`src/rtl/router_inject_ni_pkg.sv`:
```
// Shared definitions for the router injection network interface:
// flit field layout, entry width, FSM state encoding and a flit builder.
package router_inject_ni_pkg;

  localparam int unsigned FLIT_W      = 32;
  localparam int unsigned VALID_BIT   = 31;
  localparam int unsigned DST_MSB     = 30;
  localparam int unsigned DST_LSB     = 27;
  localparam int unsigned SRC_MSB     = 26;
  localparam int unsigned SRC_LSB     = 23;
  localparam int unsigned AGE_MSB     = 22;
  localparam int unsigned AGE_LSB     = 16;
  localparam int unsigned PAYLOAD_MSB = 15;
  localparam int unsigned PAYLOAD_LSB = 0;

  localparam int unsigned DST_W     = DST_MSB - DST_LSB + 1;
  localparam int unsigned SRC_W     = SRC_MSB - SRC_LSB + 1;
  localparam int unsigned AGE_W     = AGE_MSB - AGE_LSB + 1;
  localparam int unsigned PAYLOAD_W = PAYLOAD_MSB - PAYLOAD_LSB + 1;
  localparam int unsigned ENTRY_W   = DST_W + PAYLOAD_W;
  localparam int unsigned AGE_MAX   = (1 << AGE_W) - 1;

  typedef enum logic {
    ST_IDLE = 1'b0,
    ST_REQ  = 1'b1
  } ni_state_e;

  // Assemble a valid flit from its fields.
  function automatic logic [FLIT_W-1:0] make_flit(
    input logic [DST_W-1:0]     dst,
    input logic [SRC_W-1:0]     src,
    input logic [AGE_W-1:0]     age,
    input logic [PAYLOAD_W-1:0] payload
  );
    return {1'b1, dst, src, age, payload};
  endfunction

endpackage

```
`src/rtl/router_inject_ni_fifo.sv`:
```
// Synchronous FIFO holding {dst,payload} entries for the injection NI.
// Ports: clk, rst_n (sync active-low), i_push/i_din write at tail,
// i_pop removes head, o_dout = head entry, o_full/o_empty/o_count status.
// Push while full and pop while empty are ignored.
module ni_fifo
  import router_inject_ni_pkg::*;
#(
  parameter int unsigned DEPTH = 4,
  parameter int unsigned W     = ENTRY_W
) (
  input  logic                     clk,
  input  logic                     rst_n,
  input  logic                     i_push,
  input  logic [W-1:0]             i_din,
  input  logic                     i_pop,
  output logic [W-1:0]             o_dout,
  output logic                     o_full,
  output logic                     o_empty,
  output logic [$clog2(DEPTH):0]   o_count
);

  localparam int unsigned PTR_W = $clog2(DEPTH);
  localparam int unsigned CNT_W = PTR_W + 1;

  logic [W-1:0]     r_mem [DEPTH];
  logic [PTR_W-1:0] r_wr_ptr;
  logic [PTR_W-1:0] r_rd_ptr;
  logic [CNT_W-1:0] r_count;
  logic             w_push_ok;
  logic             w_pop_ok;

  assign o_full    = (r_count == CNT_W'(DEPTH));
  assign o_empty   = (r_count == '0);
  assign w_push_ok = i_push && !o_full;
  assign w_pop_ok  = i_pop && !o_empty;
  assign o_dout    = r_mem[r_rd_ptr];
  assign o_count   = r_count;

  // Storage array; contents are don't-care until written.
  always_ff @(posedge clk) begin
    if (w_push_ok) begin
      r_mem[r_wr_ptr] <= i_din;
    end
  end

  // Pointers wrap naturally because DEPTH is a power of two.
  always_ff @(posedge clk) begin
    if (!rst_n) begin
      r_wr_ptr <= '0;
      r_rd_ptr <= '0;
      r_count  <= '0;
    end else begin
      if (w_push_ok) r_wr_ptr <= r_wr_ptr + PTR_W'(1);
      if (w_pop_ok)  r_rd_ptr <= r_rd_ptr + PTR_W'(1);
      case ({w_push_ok, w_pop_ok})
        2'b10:   r_count <= r_count + CNT_W'(1);
        2'b01:   r_count <= r_count - CNT_W'(1);
        default: r_count <= r_count;
      endcase
    end
  end

endmodule

```
`src/rtl/router_inject_ni.sv`:
```
// Core-side injection network interface for the deflection router.
// Ports: clk, rst_n (sync active-low); core_valid/core_ready/core_dst/
// core_payload core handshake; inject_flit/inj_bit request to the router,
// injection_status same-cycle grant; fifo_count occupancy, starve_flag
// head waited >= STARVE_LIMIT cycles, tx_count granted flits (wraps).
module router_inject_ni
  import router_inject_ni_pkg::*;
#(
  parameter int unsigned DEPTH        = 4,
  parameter int unsigned SRC_ID       = 0,
  parameter int unsigned STARVE_LIMIT = 32
) (
  input  logic                   clk,
  input  logic                   rst_n,
  input  logic                   core_valid,
  output logic                   core_ready,
  input  logic [3:0]             core_dst,
  input  logic [15:0]            core_payload,
  output logic [31:0]            inject_flit,
  output logic                   inj_bit,
  input  logic                   injection_status,
  output logic [$clog2(DEPTH):0] fifo_count,
  output logic                   starve_flag,
  output logic [15:0]            tx_count
);

  localparam int unsigned CNT_W = $clog2(DEPTH) + 1;

  ni_state_e          r_state;
  ni_state_e          w_state_nxt;
  logic [AGE_W-1:0]   r_wait;
  logic [AGE_W-1:0]   w_wait_nxt;
  logic               r_starve;
  logic [15:0]        r_tx;
  logic               w_push;
  logic               w_pop;
  logic               w_full;
  logic               w_empty;
  logic [ENTRY_W-1:0] w_head;
  logic [CNT_W-1:0]   w_count;

  // core_ready comes only from FIFO state, never from the grant input.
  assign core_ready  = !w_full;
  assign inj_bit     = !w_empty;
  assign w_push      = core_valid && !w_full;
  assign w_pop       = inj_bit && injection_status;
  assign fifo_count  = w_count;
  assign starve_flag = r_starve;
  assign tx_count    = r_tx;

  // Age always tracks the live wait counter so oldest-first arbitration sees it.
  assign inject_flit = inj_bit
                     ? make_flit(w_head[ENTRY_W-1:PAYLOAD_W], SRC_W'(SRC_ID),
                                 r_wait, w_head[PAYLOAD_W-1:0])
                     : '0;

  ni_fifo #(
    .DEPTH (DEPTH),
    .W     (ENTRY_W)
  ) u_fifo (
    .clk     (clk),
    .rst_n   (rst_n),
    .i_push  (w_push),
    .i_din   ({core_dst, core_payload}),
    .i_pop   (w_pop),
    .o_dout  (w_head),
    .o_full  (w_full),
    .o_empty (w_empty),
    .o_count (w_count)
  );

  // Next state and next wait count.
  always_comb begin
    w_state_nxt = r_state;
    w_wait_nxt  = r_wait;
    case (r_state)
      ST_IDLE: begin
        if (w_push) w_state_nxt = ST_REQ;
      end
      ST_REQ: begin
        if (w_pop) begin
          w_wait_nxt = '0;
          if (w_count == CNT_W'(1) && !w_push) w_state_nxt = ST_IDLE;
        end else if (r_wait != AGE_W'(AGE_MAX)) begin
          w_wait_nxt = r_wait + AGE_W'(1);
        end
      end
      default: w_state_nxt = ST_IDLE;
    endcase
  end

  // State, wait counter, starvation flag and transmit counter.
  always_ff @(posedge clk) begin
    if (!rst_n) begin
      r_state  <= ST_IDLE;
      r_wait   <= '0;
      r_starve <= 1'b0;
      r_tx     <= '0;
    end else begin
      r_state  <= w_state_nxt;
      r_wait   <= w_wait_nxt;
      r_starve <= (32'(w_wait_nxt) >= STARVE_LIMIT);
      if (w_pop) r_tx <= r_tx + 16'd1;
    end
  end

endmodule

```
`config.mk`:
```
export PLATFORM = sky130hd
export DESIGN_NAME = router_inject_ni
export DESIGN_NICKNAME = d
export VERILOG_FILES = /design/src/rtl/router_inject_ni_pkg.sv /design/src/rtl/router_inject_ni_fifo.sv /design/src/rtl/router_inject_ni.sv
export SDC_FILE = /design/constraint.sdc
export NUM_CORES = 1
export LEC_CHECK = 0
export CORE_UTILIZATION = 57
export DETAILED_ROUTE_END_ITERATION = 12
export GPL_TIMING_DRIVEN = 0
export PLACE_DENSITY = 0.84
export SKIP_LAST_GASP = 1
export SLEW_MARGIN = 5
export SYNTH_ARGS = -nofsm -noshare
export SYNTH_HDL_FRONTEND = slang
export SYNTH_SLANG_ARGS = --single-unit
```
`constraint.sdc`:
```
create_clock -name clk -period 5.1 [get_ports clk]
set_clock_uncertainty 0.1 [all_clocks]
set_input_delay 0.51 -clock clk [delete_from_list [all_inputs] [get_ports clk]]
set_output_delay 0.51 -clock clk [all_outputs]
set_load 0.1 [all_outputs]
```
==> results of run 1 <==
==> through the flow <==
stage / cell area [sq um] / cells / total power, mW / setup WS, ns
after floorplan: 4770 / 324 / 2.28 / 0.893
after global routing: 6230 / 530 / 3.92 / 0.461
after CTS: 6230 / 530 / 3.82 / 0.675
final: 6230 / 530 / 3.79 / 0.724
after detailed placement: 5620 / 498 / 2.61 / 1.25
after global placement: 5620 / 498 / 2.59 / 1.24
==> Yosys cell counts, types with 3 or more instances <==
cell,n,area (sq um)
dfxtp_1,34,681
a21boi_0,10,75.1
or3_1,8,50.1
clkbuf_1,8,30.0
inv_1,6,22.5
nand4_1,6,37.5
and2_1,42,263
edfxtp_1,80,2400
xor2_1,3,26.3
nand3_1,12,60.1
nor3_1,3,15.0
nor2_1,7,26.3
nand2_1,8,30.0
mux4_2,20,450
o21ai_0,13,65.1
a21boi_1,3,22.5
ha_1,11,138
buf_4,7,52.6
xnor2_1,10,87.6
==> area by class of cell <==
type | instances | share of cell area, %
Buffer | 17 | 1.49
Clock inverter | 14 | 3.01
Sequential cell | 114 | 49.5
Multi-Input combinational cell | 187 | 25.3
Timing Repair Buffer | 72 | 11.6
Inverter | 6 | 0.362
Tap cell | 102 | 2.05
Clock buffer | 18 | 6.71
==> power breakdown <==
group / internal, mW / switching (mW)
registers: 1.08 / 0.0397
clock network: 0.789 / 0.408
logic: 0.411 / 1.06
==> worst min-delay path by stage <==
stage,to,slack (ns),cells past startpoint
floorplan,r_wait[6],0.40,2
global placement,tx_count[15],0.39,2
detailed placement,tx_count[15],0.39,2
CTS,tx_count[1],0.23,3
global route,tx_count[1],0.26,3
finish,tx_count[1],0.25,3
==> state kept, by name, indices dropped and copies added (netlist names), named ones only <==
| register | count |
|---|---|
| r_state | 1 |
| r_wait | 7 |
| starve_flag | 1 |
| tx_count | 16 |
| u_fifo.o_count | 3 |
| u_fifo.r_mem | 80 |
| u_fifo.r_rd_ptr | 2 |
| u_fifo.r_wr_ptr | 2 |
==> critical path, cell delays in order (launching register included) <==
cell             delay [ns]
dfxtp_1                0.43
inv_1                  0.09
ha_1                   0.24
nand2b_1               0.18
buf_4                  0.21
clkbuf_1               0.39
clkbuf_1               0.37
and2_1                 0.22
clkdlybuf4s50_1        1.14
==> routing by layer <==
| layer | GRT usage [%] | up-vias |
|---|---|---|
| li1 | - | 1395 |
| met1 | 28.7 | 1484 |
| met2 | 43.2 | 91 |
| met3 | 6.26 | 13 |
| met4 | 10.0 | 0 |
| met5 | 0 | - |
==> logic make-up after synthesis <==
logic type               count (synthesis)  share of synthesized area, %
AND/OR/NAND/NOR                        101                          12.7
XOR/XNOR                                13                          2.39
flip-flops                             114                          64.7
adder cells (fa/ha/maj)                 11                          2.89
other                                    1                        0.0787
buffers and inverters                   23                          2.42
multiplexers                            22                          9.88
AO/OA/AOI/OAI                           36                          4.94
==> results.md, run 1 <==
- RR Startpoint: u_fifo.o_count[0]
- Setup TNS: 0 ns
- I/O pin cnt: slightly below 80
- Synth-to-Final Area Change: 30.8%
- Primary FF master, synth: edfxtp_1
- DPL Wire Length: roughly 6000 um
- Max FO, Critical Path: 10
- Max Root-Sink Buffers: 2
- GPL Wtd Cong: about 0.77
- Final period utilization: approximately 86%
- Largest net degree at the start of global routing: 21
- Worst Path Class, Setup: flop to primary output
- Hold Startpoint: injection_status
- Fraction of registers with async set/reset: 0%
- Ys Warns: 0
- Drt initial violations: 140
- Mapped Area: approximately 4800 sq um
- Syn Area/Cell: roughly 15 sq um
- Clk sink count: about 110
- Post-DRT Antenna Nets: 0
- Drt total wl: slightly below 10000 um
- Ant diodes: 0
- Fillers: about 450
- Setup violators final: 0
- Layout cell share with drive strength beyond 1: around 15%
- Status: finished clean
- R2R depth: 4
- Port Buf Inserts: between 70 and 80
- Critical path endpoint: inject_flit[8]
- Post-synthesis sequential area ratio: 64.7%
- Total GRT Usage: roughly a quarter
- Worst Setup End Kind: primary output
- Via count: ~3000
- Smallest hold slack: approximately 0.25 ns
- # hold bufs at CTS: 0
- Die Area: around 8700 sq um
- LEAKAGE: approximately 2.1 nW
- Post-synth EDFFs: 80
- WL per Instance: 18.3 um
- Die height: 93.4 um
- Power Density: a little over 600 nW/um^2
- Critical Path Source: u_fifo.o_count[0]
- # DRC: 0
- # rows: 32
- Uppermost layer routed: met4
- Max_slew headroom: roughly 29%
- Slew @ Worst Pin: around 1.1 ns
- Commonest non-fill, non-tap cells in the layout: 80 x edfxtp_1, 72 x clkdlybuf4s50_1, 42 x and2_1
- H-tree Lvls: 4
- Crit path required time: ~4.5 ns
- Cells after synthesis: around 320
- Slew Viols, Final: 0
- Vias in the first global route: ~3100
- Minimum clock period: approximately 4.4 ns
- Later-pin clock latency in the skew report: about 0.51 ns
- Area occupied by multi-input gates: between 1500 and 2000 sq um
- Worst reg2reg path endpoint: u_fifo.r_mem[2][11]
- Wire length on met1: 4140 um
- Peak VDD IR: ~0.42 mV
- Synth cell types: 39
- Met3 wire length: roughly 430 um
- Cts bufs inserted: 17
- # nets final: 450
- Crit path DAT: ~3.8 ns
- Commonest non-fill, non-tap cell in the layout: edfxtp_1
- Seq cells post-synth: approximately 110
- DIE WIDTH: ~93 um
- Starting density of the core: approximately three fifths
- Cts repair resizes: 0
- Final core occ: 79.0%
- Metal2 WL: between 4000 and 5000 um
- First-pass GRT wire length: 15500 um
- Min-Delay Path Class: primary input to flop
- Startpoint types: flop
- Clock slew at reported path FFs: 0.06 ns
- Root buffer cell: clkbuf_8
- Antenna violations before repair: 0
- Final hold viol count: 0
- Fmax: 229 MHz
- DRT Pass-1 Iters: 4
- RSZ-0062 raised after global routing: false
- Max cap viols: 0
- Reg area: ~3100 sq um
- Vias/cell: between 5 and 6
- CTS tree: yes
- Post-CTS setup buffer count: 0
- Grt total ovfl: 0
- Total core area: 7890 sq um
- R2R Setup Slk: 2.40 ns
No activity file was read; power rests on OpenSTA's default activity.
==> inputs of run 2 (changes only) <==
--- a/config.mk
+++ b/config.mk
@@ -9,7 +9,7 @@
 export DETAILED_ROUTE_END_ITERATION = 12
 export GPL_TIMING_DRIVEN = 0
 export PLACE_DENSITY = 0.84
-export SKIP_LAST_GASP = 1
+export SETUP_SLACK_MARGIN = 0.5
 export SLEW_MARGIN = 5
 export SYNTH_ARGS = -nofsm -noshare
 export SYNTH_HDL_FRONTEND = slang
==> results.md, run 2 (synthesis gave the netlist of run 1 again) <==
- Status: finished clean
- Setup violators final: 0
- Comb pwr share: about 39%
- Worst Setup End Kind: primary output
- Cells after DPL: about 500
- Total GRT Usage: between 20 and 25%
- Clock slew at reported path FFs: 0.06 ns
- # hold bufs at CTS: 0
- Post-route cell area: 6240 sq um
- Switch Pwr: around 1.5 mW
- Critical path's largest stage delay: between 1 and 1.5 ns
- GPL Wtd Cong: roughly 0.77
- LEAKAGE: around 2.2 nW
- Layout cell share with drive strength beyond 1: 15.2%
- Commonest non-fill, non-tap cells in the layout: 80 x edfxtp_1, 66 x clkdlybuf4s50_1, 42 x and2_1
- # DRC: 0
- Max FO, Critical Path: 10
- WL per Instance: around 18 um
- Starting density of the core: 60.4%
- Die Area: 8730 sq um
- Port Buf Inserts: 72
- CP Cell Sequence: inv_1, ha_1, nand2b_1, buf_4, clkbuf_1, clkbuf_1, and2_1, clkdlybuf4s50_1
- Min-Delay Path Class: primary input to flop
- Post-DP Area: 5620 sq um
- Clk sink count: 114
- Cell mode on critical path: clkbuf_1
- Vias/cell: between 5 and 6
- Largest reg by FF count: u_fifo.r_mem
- Max FFs per register: 80
- Max_slew headroom: between 20% and 30%
- Setup TNS: 0 ns
- Ant diodes: 0
- DRT Pass-1 Iters: 4
- DIE WIDTH: slightly above 90 um
- Drt total wl: 9720 um
- Worst Path Class, Setup: flop to primary output
- Commonest non-fill, non-tap cell in the layout: edfxtp_1
- Slew @ Worst Pin: about 1.1 ns
- Total core area: 7890 sq um
- Via count: approximately 3000
- Final core occ: between 70% and 80%
- CTS tree: yes
- Vias in the first global route: 3076
- Non-Filler Instances: 530
- Final period utilization: 85.2%
- Final hold viol count: 0
- First-pass GRT wire length: about 15000 um
- Clock group share of total power: 31.6%
- Buf+Inv Stages, Crit Path: 5
- Slew Viols, Final: 0
- Root buffer cell: clkbuf_8
- Minimum clock period: around 4.3 ns
- Power Density: a little over 600 nW/um^2
- Peak VDD IR: ~0.42 mV
- RSZ-0062 raised after global routing: false
- Later-pin clock latency in the skew report: 0.51 ns
- Cts bufs inserted: 17
- I/O pin cnt: 78
- Grt total ovfl: 0
- Largest net degree at the start of global routing: 21
- H-tree Lvls: 4
- Max Root-Sink Buffers: 2
- Internal Power: 2.28 mW
- CP top delay family: buffers and inverters
- Die height: a little over 90 um
- Switching Fraction: around 40%
- Synth-to-Final Area Change: 31.1%
- Fmax: about 230 MHz
- Crit path required time: around 4.5 ns
- Dpl ws: between 1 and 1.5 ns
- DPL Wire Length: roughly 5900 um
- Slowest stage cell on the critical path: clkdlybuf4s50_1
- Post-CTS setup buffer count: 0
- Setup ws final: 0.757 ns
- # nets final: between 400 and 500
- Seq pwr share: between 20 and 30%
- Crit path DAT: 3.73 ns
- Max cap viols: 0
- Drt initial violations: about 170
- Post-DRT Antenna Nets: 0
- Antenna violations before repair: 0
- Startpoint types: flop
- # rows: 32
==> run 2: per-stage QoR <==
step	total power, mW	hold slack, ns
floorplan	2.28	0.400
global placement	2.59	0.389
detailed placement	2.61	0.389
CTS	3.82	0.231
global route	3.92	0.260
finish	3.79	0.248
==> run 2: final timing paths <==
path                     start                  end  slack [ns]  cells past startpoint
max          u_fifo.o_count[0]       inject_flit[9]        0.76                      8
min           injection_status          tx_count[1]        0.25                      3
max reg2reg  u_fifo.o_count[0]  u_fifo.r_mem[2][11]        2.40                      4
min reg2reg        tx_count[1]          tx_count[1]        0.41                      2
==> run 2: final cells by class <==
type / count / area (sq um)
clock inverter: 14 / 188
sequential: 114 / 3080
buffer: 17 / 92.6
fill: 443 / 1640
tap: 102 / 128
multi-input combinational: 187 / 1580
timing repair buffer: 72 / 736
inverter: 6 / 22.5
clock buffer: 18 / 418
==> run 2: worst min-delay path, cell delays in order <==
cell and delay (ns):
buf_4 0.15, nand3_1 0.08, a21boi_0 0.07
==> run 2: power groups by stage <==
stage,logic [mW],clock network (mW),registers (mW)
after CTS,1.49,1.21,1.12
after floorplan,1.07,0,1.21
after detailed placement,1.47,0,1.14
after global routing,1.54,1.25,1.13
final,1.47,1.20,1.12
after global placement,1.46,0,1.13
==> run 2: routing by layer <==
metal / track usage, % / up-vias / wire length [um]
li1: - / 1396 / -
met1: 28.7 / 1480 / 4100
met2: 43.2 / 91 / 5010
met3: 6.26 / 13 / 472
met4: 10.0 / 0 / 140
met5: 0 / - / 0
==> run 2: what timing repair did <==
action	CTS	global route
endpoints found under the hold margin	0	0
setup endpoints to repair	0	6
resized for setup	0	6
